==> config.mk <==
export PLATFORM = sky130hd
export DESIGN_NAME = multsigned_mac_array
export DESIGN_NICKNAME = d
export VERILOG_FILES = /design/src/rtl/multsigned_mac_array.sv
export SDC_FILE = /design/constraint.sdc
export NUM_CORES = 1
export LEC_CHECK = 0
export ABC_CLOCK_PERIOD_IN_PS = 4890
export BUFFER_PORTS_ARGS = -buffer_cell sky130_fd_sc_hd__buf_2
export CORE_MARGIN = 2
export CORE_UTILIZATION = 45
export CTS_CLUSTER_DIAMETER = 50
export DETAILED_ROUTE_END_ITERATION = 6
export GPL_ROUTABILITY_DRIVEN = 1
export PLACE_DENSITY = 0.66
export SYNTH_ARGS = -nofsm -noshare
export SYNTH_HDL_FRONTEND = slang
export SYNTH_SLANG_ARGS = --single-unit
==> constraint.sdc <==
create_clock -name clk_i -period 4.89 [get_ports clk_i]
set_input_delay 0.978 -clock clk_i [delete_from_list [all_inputs] [get_ports clk_i]]
set_output_delay 0.978 -clock clk_i [all_outputs]
set_load 0.01 [all_outputs]
==> src/rtl/multsigned_mac_array.sv <==
// multsigned_mac_array: three-stage pipelined signed dot-product accumulator.
// S1 registers the per-lane products, S2 the adder-tree sum and last flag, and S3
// holds the running accumulator and the valid/ready output register.
// Optional build macro MULTSIGNED_MAC_SATURATE_EN: the accumulate add clamps at the
// ACC_SIZE signed limits instead of wrapping.
module multsigned_mac_array #(
    parameter int IN_SIZE_0  = 4,
    parameter int IN_SIZE_1  = 8,
    parameter int ARRAY_SIZE = 8,
    parameter int ACC_SIZE   = 32
) (
    input  logic                       clk_i,
    input  logic                       rst_i,
    input  logic                       in_valid_i,
    output logic                       in_ready_o,
    input  logic [IN_SIZE_0-1:0]       in_0_i [0:ARRAY_SIZE-1],
    input  logic [IN_SIZE_1-1:0]       in_1_i [0:ARRAY_SIZE-1],
    input  logic                       signed_1_i,
    input  logic                       in_last_i,
    output logic                       out_valid_o,
    input  logic                       out_ready_i,
    output logic signed [ACC_SIZE-1:0] out_o
);

    localparam int PROD_SIZE = IN_SIZE_0 + IN_SIZE_1;
    localparam int SUM_SIZE  = PROD_SIZE + $clog2(ARRAY_SIZE);

    if (ACC_SIZE < SUM_SIZE) begin : g_bad_acc_size
        $error("ACC_SIZE must be at least SUM_SIZE");
    end
    if ((ARRAY_SIZE < 2) || ((ARRAY_SIZE & (ARRAY_SIZE - 1)) != 0)) begin : g_bad_array_size
        $error("ARRAY_SIZE must be a power of two and at least 2");
    end

    // Stage registers
    logic                        s1_valid_q;
    logic                        s1_last_q;
    logic signed [PROD_SIZE-1:0] s1_prod_q [ARRAY_SIZE];
    logic                        s2_valid_q;
    logic                        s2_last_q;
    logic signed [SUM_SIZE-1:0]  s2_sum_q;
    logic signed [ACC_SIZE-1:0]  acc_q;
    logic                        first_q;
    logic signed [ACC_SIZE-1:0]  out_q;
    logic                        out_valid_q;

    // Combinational next values
    logic signed [PROD_SIZE-1:0] prod_d [ARRAY_SIZE];
    logic signed [SUM_SIZE-1:0]  sum_d;
    logic signed [ACC_SIZE-1:0]  acc_base;
    logic signed [ACC_SIZE-1:0]  sum_ext;
    logic signed [ACC_SIZE-1:0]  acc_next;
    logic                        stall;

    assign stall       = out_valid_q && !out_ready_i;
    assign in_ready_o  = !stall;
    assign out_valid_o = out_valid_q;
    assign out_o       = out_q;

    // Lane products: both operands widened to PROD_SIZE; the true product always
    // fits in PROD_SIZE bits, so truncating the multiply is exact.
    always_comb begin
        for (int l = 0; l < ARRAY_SIZE; l++) begin
            logic signed [PROD_SIZE-1:0] op0;
            logic signed [PROD_SIZE-1:0] op1;
            op0 = PROD_SIZE'($signed(in_0_i[l]));
            if (signed_1_i) begin
                op1 = PROD_SIZE'($signed(in_1_i[l]));
            end else begin
                op1 = PROD_SIZE'(in_1_i[l]);
            end
            prod_d[l] = op0 * op1;
        end
    end

    // Adder tree over the registered products
    always_comb begin
        sum_d = '0;
        for (int l = 0; l < ARRAY_SIZE; l++) begin
            sum_d = sum_d + SUM_SIZE'(s1_prod_q[l]);
        end
    end

    assign acc_base = first_q ? '0 : acc_q;
    assign sum_ext  = ACC_SIZE'(s2_sum_q);

`ifdef MULTSIGNED_MAC_SATURATE_EN
    logic signed [ACC_SIZE:0] acc_wide;

    // Accumulate with one guard bit and clamp when the guard disagrees with the sign
    always_comb begin
        acc_wide = {acc_base[ACC_SIZE-1], acc_base} + {sum_ext[ACC_SIZE-1], sum_ext};
        if (acc_wide[ACC_SIZE] != acc_wide[ACC_SIZE-1]) begin
            acc_next = acc_wide[ACC_SIZE] ? {1'b1, {(ACC_SIZE-1){1'b0}}}
                                          : {1'b0, {(ACC_SIZE-1){1'b1}}};
        end else begin
            acc_next = acc_wide[ACC_SIZE-1:0];
        end
    end
`else
    // Plain two's-complement accumulate, wrapping at ACC_SIZE
    always_comb begin
        acc_next = acc_base + sum_ext;
    end
`endif

    // Pipeline advance: every stage moves together unless the output is stalled
    always_ff @(posedge clk_i) begin
        if (rst_i) begin
            s1_valid_q  <= 1'b0;
            s1_last_q   <= 1'b0;
            for (int l = 0; l < ARRAY_SIZE; l++) begin
                s1_prod_q[l] <= '0;
            end
            s2_valid_q  <= 1'b0;
            s2_last_q   <= 1'b0;
            s2_sum_q    <= '0;
            acc_q       <= '0;
            first_q     <= 1'b1;
            out_q       <= '0;
            out_valid_q <= 1'b0;
        end else if (!stall) begin
            s1_valid_q <= in_valid_i;
            if (in_valid_i) begin
                s1_last_q <= in_last_i;
                s1_prod_q <= prod_d;
            end
            s2_valid_q <= s1_valid_q;
            if (s1_valid_q) begin
                s2_last_q <= s1_last_q;
                s2_sum_q  <= sum_d;
            end
            // Not stalled means any pending result is handshaking this cycle, so
            // the output stays valid only if a new group total lands now.
            out_valid_q <= s2_valid_q && s2_last_q;
            if (s2_valid_q) begin
                acc_q   <= acc_next;
                first_q <= s2_last_q;
                if (s2_last_q) begin
                    out_q <= acc_next;
                end
            end
        end
    end

endmodule
==> results of run 1 <==
repair_timing:
item	4_1_cts	5_1_grt
gates resized for setup	0	3
hold buffers	0	0
endpoints found under the setup margin	0	3
worst max path at each step:
stage	end	cells past startpoint	slack (ns)	start
after global placement	s1_prod_q[11]	19	0.20	in_1_i[2]
final	s2_sum_q[10]	18	0.30	s1_prod_q[38]
after floorplan	s1_prod_q[47]	18	0.27	in_0_i[13]
after CTS	s2_sum_q[10]	18	0.15	s1_prod_q[38]
after global routing	s2_sum_q[14]	19	0.06	s1_prod_q[38]
after detailed placement	s1_prod_q[59]	18	0.09	in_0_i[17]
cell usage in the layout (no fill, tap or decap), types with 3 or more instances in the layout:
cell	instances
xnor2_1	97
nand3_1	50
nand2_1	378
buf_4	25
o311a_1	3
ha_1	198
nand2b_1	73
or3_1	3
clkbuf_16	17
or4_1	6
a31oi_1	8
o31ai_1	5
a21oi_1	214
a21o_1	28
o21bai_1	15
or2_2	5
a21boi_0	9
clkinvlp_4	3
xor2_1	21
and2_1	88
o211ai_1	7
a211oi_2	3
nor3_1	27
nor2b_1	53
a21oi_2	4
nand4_1	7
bufinv_16	4
and3_1	15
a211oi_1	23
o21ai_0	39
nor2_1	79
fa_1	219
o21a_1	3
inv_1	347
buf_2	134
dfxtp_1	181
mux2i_1	10
worst max-delay path, stage by stage, from the launching register on:
cell and delay (ns):
dfxtp_1 0.33, inv_1 0.06, fa_1 0.54, inv_1 0.06, fa_1 0.49, fa_1 0.50
inv_1 0.05, fa_1 0.47, inv_1 0.04, ha_1 0.21, fa_2 0.41, a21o_1 0.18
a21oi_2 0.16, o21bai_1 0.09, a211o_1 0.32, a31o_2 0.24, xor2_1 0.13, nand2_1 0.08
a21oi_2 0.15
logic make-up (layout without fill, tap and decap cells):
group / count (synthesis) / count (layout) / share of synthesized area, %
xor gates and xnor gates: 118 / 118 / 5.34
AOI/OAI and AO/OA: 375 / 375 / 11.6
and+or+nand+nor: 793 / 793 / 19.3
other: 0 / 1 / 0
muxes: 10 / 10 / 0.517
DFF: 181 / 181 / 18.7
adders and majority gates: 418 / 418 / 35.6
buffers and inverters: 448 / 541 / 8.90
sequential cells by signal (all words and copies together), names as in the netlist:
| name | count |
|---|---|
| s2_last_q | 1 |
| s2_valid_q | 1 |
| s1_valid_q | 1 |
| s1_last_q | 1 |
| out_valid_o | 1 |
| s2_sum_q | 15 |
| first_q | 1 |
| out_o | 32 |
| acc_q | 32 |
| s1_prod_q | 96 |
stage by stage:
step | cell area, um^2 | utilization, % | hold WS, ns | total power, mW
2_1_floorplan | 19300 | - | 0.432 | 5.72
3_3_place_gp | 20500 | 48.6 | 0.439 | 6.72
3_5_place_dp | 20500 | 48.6 | 0.443 | 6.82
4_1_cts | 21100 | 50.1 | 0.453 | 8.37
5_1_grt | 21100 | 50.1 | 0.467 | 9.17
6_report | 21200 | 50.1 | 0.451 | 8.32
final cells by class:
type / count / area [um^2] / area share (%)
antenna: 1 / 2.50 / 0.0118
multi-input combinational: 1714 / 14000 / 66.3
sequential: 181 / 3620 / 17.1
clock inverter: 13 / 196 / 0.929
tap: 539 / 674 / 3.19
clock buffer: 19 / 433 / 2.05
timing repair buffer: 161 / 890 / 4.21
inverter: 348 / 1310 / 6.18
power by group through the flow:
| stage | Sequential [mW] | Combinational [mW] | Clock (mW) |
|---|---|---|---|
| after global placement | 1.79 | 4.93 | 0 |
| final | 1.76 | 5.08 | 1.49 |
| after CTS | 1.76 | 5.10 | 1.51 |
| after floorplan | 1.75 | 3.97 | 0 |
| after detailed placement | 1.79 | 5.03 | 0 |
| after global routing | 1.78 | 5.81 | 1.57 |
routing by layer:
layer / part of all wire [%] / track usage (%)
met5: 0 / 0
met1: 47 / 26.9
met3: 2.9 / 2.09
met2: 49 / 34.9
met4: 1.2 / 3.96
==> run metrics, run 1 <==
number of distinct library cells after synthesis=56; peak supply drop=around 0.42 mV; Synth top cells by count=nand2_1 (379), inv_1 (347), fa_1 (220); Sequential Power Share=between 20% and 30%; Detailed Route WL=approximately 43000 um; drt wl/cell=14.5 um; startpoint class of the critical path=register; first-pass GRT wire length=73400 um; syn_area_per_cell=around 8.3 um^2; Final HPWL DP=between 30000 and 40000 um; Setup WS pre-CTS=approximately 0.085 ns; Post-Syn Area=~0.019 mm^2; cts bufs inserted=17; leakage=10.3 nW; Int Pwr=about 4.8 mW; TritonCTS Sinks=approximately 180; min Tclk post-route=between 4 and 5 ns; I/O pin cnt=~140; die area=0.0447 mm^2; H-tree levels=4; Yosys Warn Count=0; share of cells above drive strength 1=between 8 and 9%; antenna violations before repair=1; worst-case reg-to-reg path depth=18; Placer Congestion=0.868; Critical Path End Type=register; row count=75; hold_sp=out_o[0]; RR Startpoint=s1_prod_q[38]; status=finished, final reports clean; largest net degree at the start of global routing=96; post-route antenna net violation count=0; final cell count without fillers=approximately 3000; Worst Hold Path Cells=2; Worst Slack Setup Final=roughly 0.30 ns; Remaining Overflow, GRT=0; Final Max Slew Viols=0; Synth Net Count=about 2900; Core ar.=between 0.04 and 0.05 mm^2; PortBufs=around 140; Die Y=211 um; Clk network pwr share=~18%; synth top area cells=fa_1 (23%), dfxtp_1 (19%), ha_1 (13%); ys flop type=dfxtp_1; Hold Vio Cnt, Final=0; Synth Register Bits=approximately 180; vias after detailed routing=about 15000; Clk pin slew, worst setup/hold paths=0.07 ns; DRC Markers=0; Total Nets Final=just under 3000; final period utilization=roughly 94%; vias in the first global route=roughly 15000; Worst R2R Setup Slack=between 0.2 and 0.3 ns; Worst-Margin Slew=0.929 ns; achievable frequency=0.218 GHz; placed cell count=about 2900; First-pass DRT Iterations=5; area grow syn2layout=9.30%; Filler Cell Count=around 4000; setup repair bufs after CTS=0; Clock Tree Root=clkbuf_16; Fin Setup TNS=0 ns; Chip Width=211 um; Synth Instances=around 2300; Clock Path Buffers=2; Initial Utilization=45.8%; CTS tree=yes; RSZ-0062 raised after global routing=false; Switch Pwr=3.51 mW; Rel. slew slack=about two fifths; most frequent cell after synthesis=nand2_1; WHS Endpoint=out_o[0]; Crit path required time=5.25 ns; clock latency on the worst-skew pair=~0.43 ns; GRT Util Overall=about a fifth; Post-synth EDFFs=0; Max Clock Skew=0.0147 ns; Pwr Density=roughly 390 mW/mm^2; Critical Path Fanout Max=2; Sw Ratio=42.1%; Setup violations, final=0; hold crit path type=register to register; Comb pwr share=roughly 61%; DR iter-0 viols=~680; Post-synth ARST share=0%; post-synthesis sequential area ratio=between 10% and 20%; Worst R2R End=s2_sum_q[10]; Via-to-Cell Ratio=around 5; Yosys top cell area share=between 20% and 30%; leading area contributor after synthesis=fa_1; arrival time worst endpoint=between 4 and 5 ns; max cap viols=0; critical path class=register to register
Power figures use the tool's default switching activity.
==> run 2, diff against run 1 <==
--- a/config.mk
+++ b/config.mk
@@ -5,6 +5,7 @@
 export SDC_FILE = /design/constraint.sdc
 export NUM_CORES = 1
 export LEC_CHECK = 0
+export ABC_AREA = 1
 export ABC_CLOCK_PERIOD_IN_PS = 4890
 export BUFFER_PORTS_ARGS = -buffer_cell sky130_fd_sc_hd__buf_2
 export CORE_MARGIN = 2
@@ -12,7 +13,7 @@
 export CTS_CLUSTER_DIAMETER = 50
 export DETAILED_ROUTE_END_ITERATION = 6
 export GPL_ROUTABILITY_DRIVEN = 1
-export PLACE_DENSITY = 0.66
+export PLACE_DENSITY = 0.65
 export SYNTH_ARGS = -nofsm -noshare
 export SYNTH_HDL_FRONTEND = slang
 export SYNTH_SLANG_ARGS = --single-unit
==> run 2 against run 1 <==
Final area increased by 8.1%. First-iteration DRC count rose by 19%. Critical path type unchanged. Die area increased by 9.1%. Hold slack gained 0.0018 ns. Critical path depth shrank 1. Cell count grew 26%. Register-to-register slack gained 0.32 ns. Global-route usage rose by 1.5 points. Sequential power barely moved. Clock power down 11%. Highest routed layer is now met5. Worst setup slack better by 0.32 ns.
==> run metrics, run 2 <==
PortBufs=135 (unchanged); hold crit path type=register to register; GRT Util Overall=21.5% (+1.5 points); Post-Syn Area=0.0211 mm^2 (+9.3%); Synth top cells by count=inv_1 (754), nand2_1 (715), fa_1 (220); Hold WS=0.453 ns (+0.00180 ns); Sequential Power Share=19.5% (-1.7 points); post-route antenna net violation count=0 (unchanged); Switch Pwr=4.40 mW (+26%); Placer Congestion=0.889 (+2.4%); Critical Path Fanout Max=4 (+2); # hold bufs at CTS=0 (unchanged); commonest cells after routing, fill and taps aside=inv_1 (753), nand2_1 (714), fa_1 (220), a21oi_1 (214), ha_1 (198); proportion of synthesized area in mux cells=0% (-0.52 points); Synth Register Bits=181 (unchanged); Pwr Density=399 mW/mm^2 (+1.4%); Worst-Margin Slew=1.12 ns (+0.191 ns); DR iter-0 viols=806 (+19%); syn_area_per_cell=6.95 um^2 (-16%); Clock Path Buffers=2 (unchanged); Critical-path top delay cell=fa_1; post-synthesis xor/xnor area fraction=2.69% (-2.6 points); drt wl/cell=13.4 um (-8.1%); row count=79 (+5.3%); leading area contributor after synthesis=fa_1; Yosys Warn Count=0 (unchanged); Clk network pwr share=14.6% (-3.3 points); Remaining Overflow, GRT=0 (unchanged); Post-synth ARST share=0% (unchanged); placed cell count=3721 (+26%); achievable frequency=0.234 GHz (+7.5%); Synth Area in Simple Gates=22.8% (+3.5 points); RSZ-0062 raised after global routing=false; Yosys top cell area share=20.8% (-1.9 points); Core ar.=0.0465 mm^2 (+10%); vias in the first global route=17800 (+16%); Chip Width=221 um (+4.5%); First-pass DRT Iterations=5 (unchanged); final period utilization=87.4% (-6.5 points); critical path class=register to register; largest family of logic cells by synthesized area=adder cells; I/O pin cnt=136 (unchanged); Setup WS pre-CTS=0.289 ns (+0.204 ns); area occupied by registers=0.00362 mm^2 (unchanged); Hold Vio Cnt, Final=0 (unchanged); max cap viols=0 (unchanged); Synth Net Count=3564 (+24%); largest net degree at the start of global routing=82 (-15%); DRC Markers=0 (unchanged); clock latency on the worst-skew pair=0.46 ns (+0.03 ns); Synth Instances=3044 (+30%); Biggest register=s1_prod_q; Die Y=221 um (+4.5%); final cell count without fillers=3752 (+26%); ys flop type=dfxtp_1; antenna violations before repair=1 (unchanged); Post-CTS Resized=0 (unchanged); peak supply drop=0.516 mV (+22%); min Tclk post-route=4.27 ns (-0.319 ns); leakage=13.4 nW (+31%); fin util=49.2% (-0.86 points); arrival time worst endpoint=4.62 ns (-0.33 ns); Clk pin slew, worst setup/hold paths=0.07 ns (about the same); Final Power=9.13 mW (+9.7%); Initial Utilization=45.5% (-0.30 points); Comb pwr share=65.9% (+4.9 points); cts bufs inserted=17 (unchanged); number of distinct library cells after synthesis=39 (-30%); Final Max Slew Viols=0 (unchanged); startpoint class of the critical path=register; H-tree levels=4 (unchanged); CP max stage delay=0.56 ns (+0.02 ns); Filler Cell Count=4697 (+15%); Post-synth EDFFs=0 (unchanged); Setup violations, final=0 (unchanged); TritonCTS Sinks=181 (unchanged); CTS tree=yes; Final HPWL DP=41600 um (+20%); critical path, cell by cell=inv_1 -> fa_1 -> inv_1 -> fa_1 -> fa_1 -> inv_1 -> fa_1 -> inv_1 -> ha_1 -> fa_1 -> nand3_1 -> nand2_1 -> a21boi_0 -> or2_2 -> nand3_1 -> o211ai_1 -> inv_1; die area=0.0487 mm^2 (+9.1%); area grow syn2layout=8.14%; Sw Ratio=48.2% (+6.1 points); area of the multi-input gates=0.0143 mm^2 (+1.9%); Fin Setup TNS=0 ns (unchanged); max FFs per register=96 (unchanged); Worst Slack Setup Final=0.616 ns (+0.319 ns); Synth Area in Adders=32.5% (-3.0 points); Total Nets Final=3653 (+24%); Clock Tree Root=clkbuf_16; Detailed Route WL=50100 um (+16%); synth top area cells=fa_1 (21%), dfxtp_1 (17%), inv_1 (13%); first-pass GRT wire length=84500 um (+15%); Crit path required time=5.24 ns (about the same); Via-to-Cell Ratio=4.82 (-5.6%); diode count=0 (-1); Worst R2R Setup Slack=0.62 ns (+0.32 ns); post-synthesis sequential area ratio=17.1% (-1.6 points); DP Area=0.0223 mm^2 (+8.8%); Rel. slew slack=25.0% (-13 points); setup repair bufs after CTS=0 (unchanged); vias after detailed routing=18100 (+19%); Int Pwr=4.73 mW (-1.9%); most frequent cell after synthesis=inv_1; commonest non-fill, non-tap cell in the layout=inv_1; Critical Path End Type=register; status=finished, final reports clean; post-synthesis compound-gate area fraction=9.48% (-2.1 points); Max Clock Skew=0.0147 ns (-0.0000300 ns); share of cells above drive strength 1=8.87% (about the same); post-route design area=0.0229 mm^2 (+8.1%)
-- run 2: worst paths after layout --
kind                                    start          end  cells past startpoint
worst max-delay path            s1_prod_q[50]  s2_sum_q[8]                     17
worst min-delay path                out_o[29]    out_o[29]                      2
worst max register to register  s1_prod_q[50]  s2_sum_q[8]                     17
worst min register to register      out_o[29]    out_o[29]                      2
-- run 2: final cells by class --
cell class / count / area share, %
well taps: 607 / 3.32
flip-flops and latches: 181 / 15.8
multi-input cells: 2022 / 62.5
inverters: 761 / 12.5
repair buffers: 150 / 3.46
clock buffers: 20 / 1.91
clock inverters: 11 / 0.503
-- run 2: power groups by stage --
stage	Clock, mW	Sequential [mW]	Combinational (mW)
after detailed placement	0	1.81	6.00
after global routing	1.42	1.80	6.97
after floorplan	0	1.76	4.66
after global placement	0	1.81	5.90
after CTS	1.37	1.78	6.06
final	1.33	1.78	6.01
-- run 2: logic make-up after synthesis --
| kind of cell | count (synthesis) |
|---|---|
| xor+xnor | 65 |
| fa+ha+maj | 418 |
| flops | 181 |
| buf+inv | 841 |
| simple gates | 1156 |
| compound gates | 383 |
-- run 2: routing by layer --
layer  vias up  share of wire, %  GRT usage [%]
met4         2               2.1           6.20
met2       278                48           37.2
met3        65               2.7           2.23
li1       9295                 -              -
met1      8439                47           28.3
met5         -             0.014              0
-- run 2: worst max-delay path: cells and delay by family (launching register included) --
family / cells / cell delay (ns)
flops: 1 / 0.31
buf+inv: 5 / 0.31
simple gates: 4 / 0.44
compound gates: 2 / 0.34
fa+ha+maj: 6 / 2.77
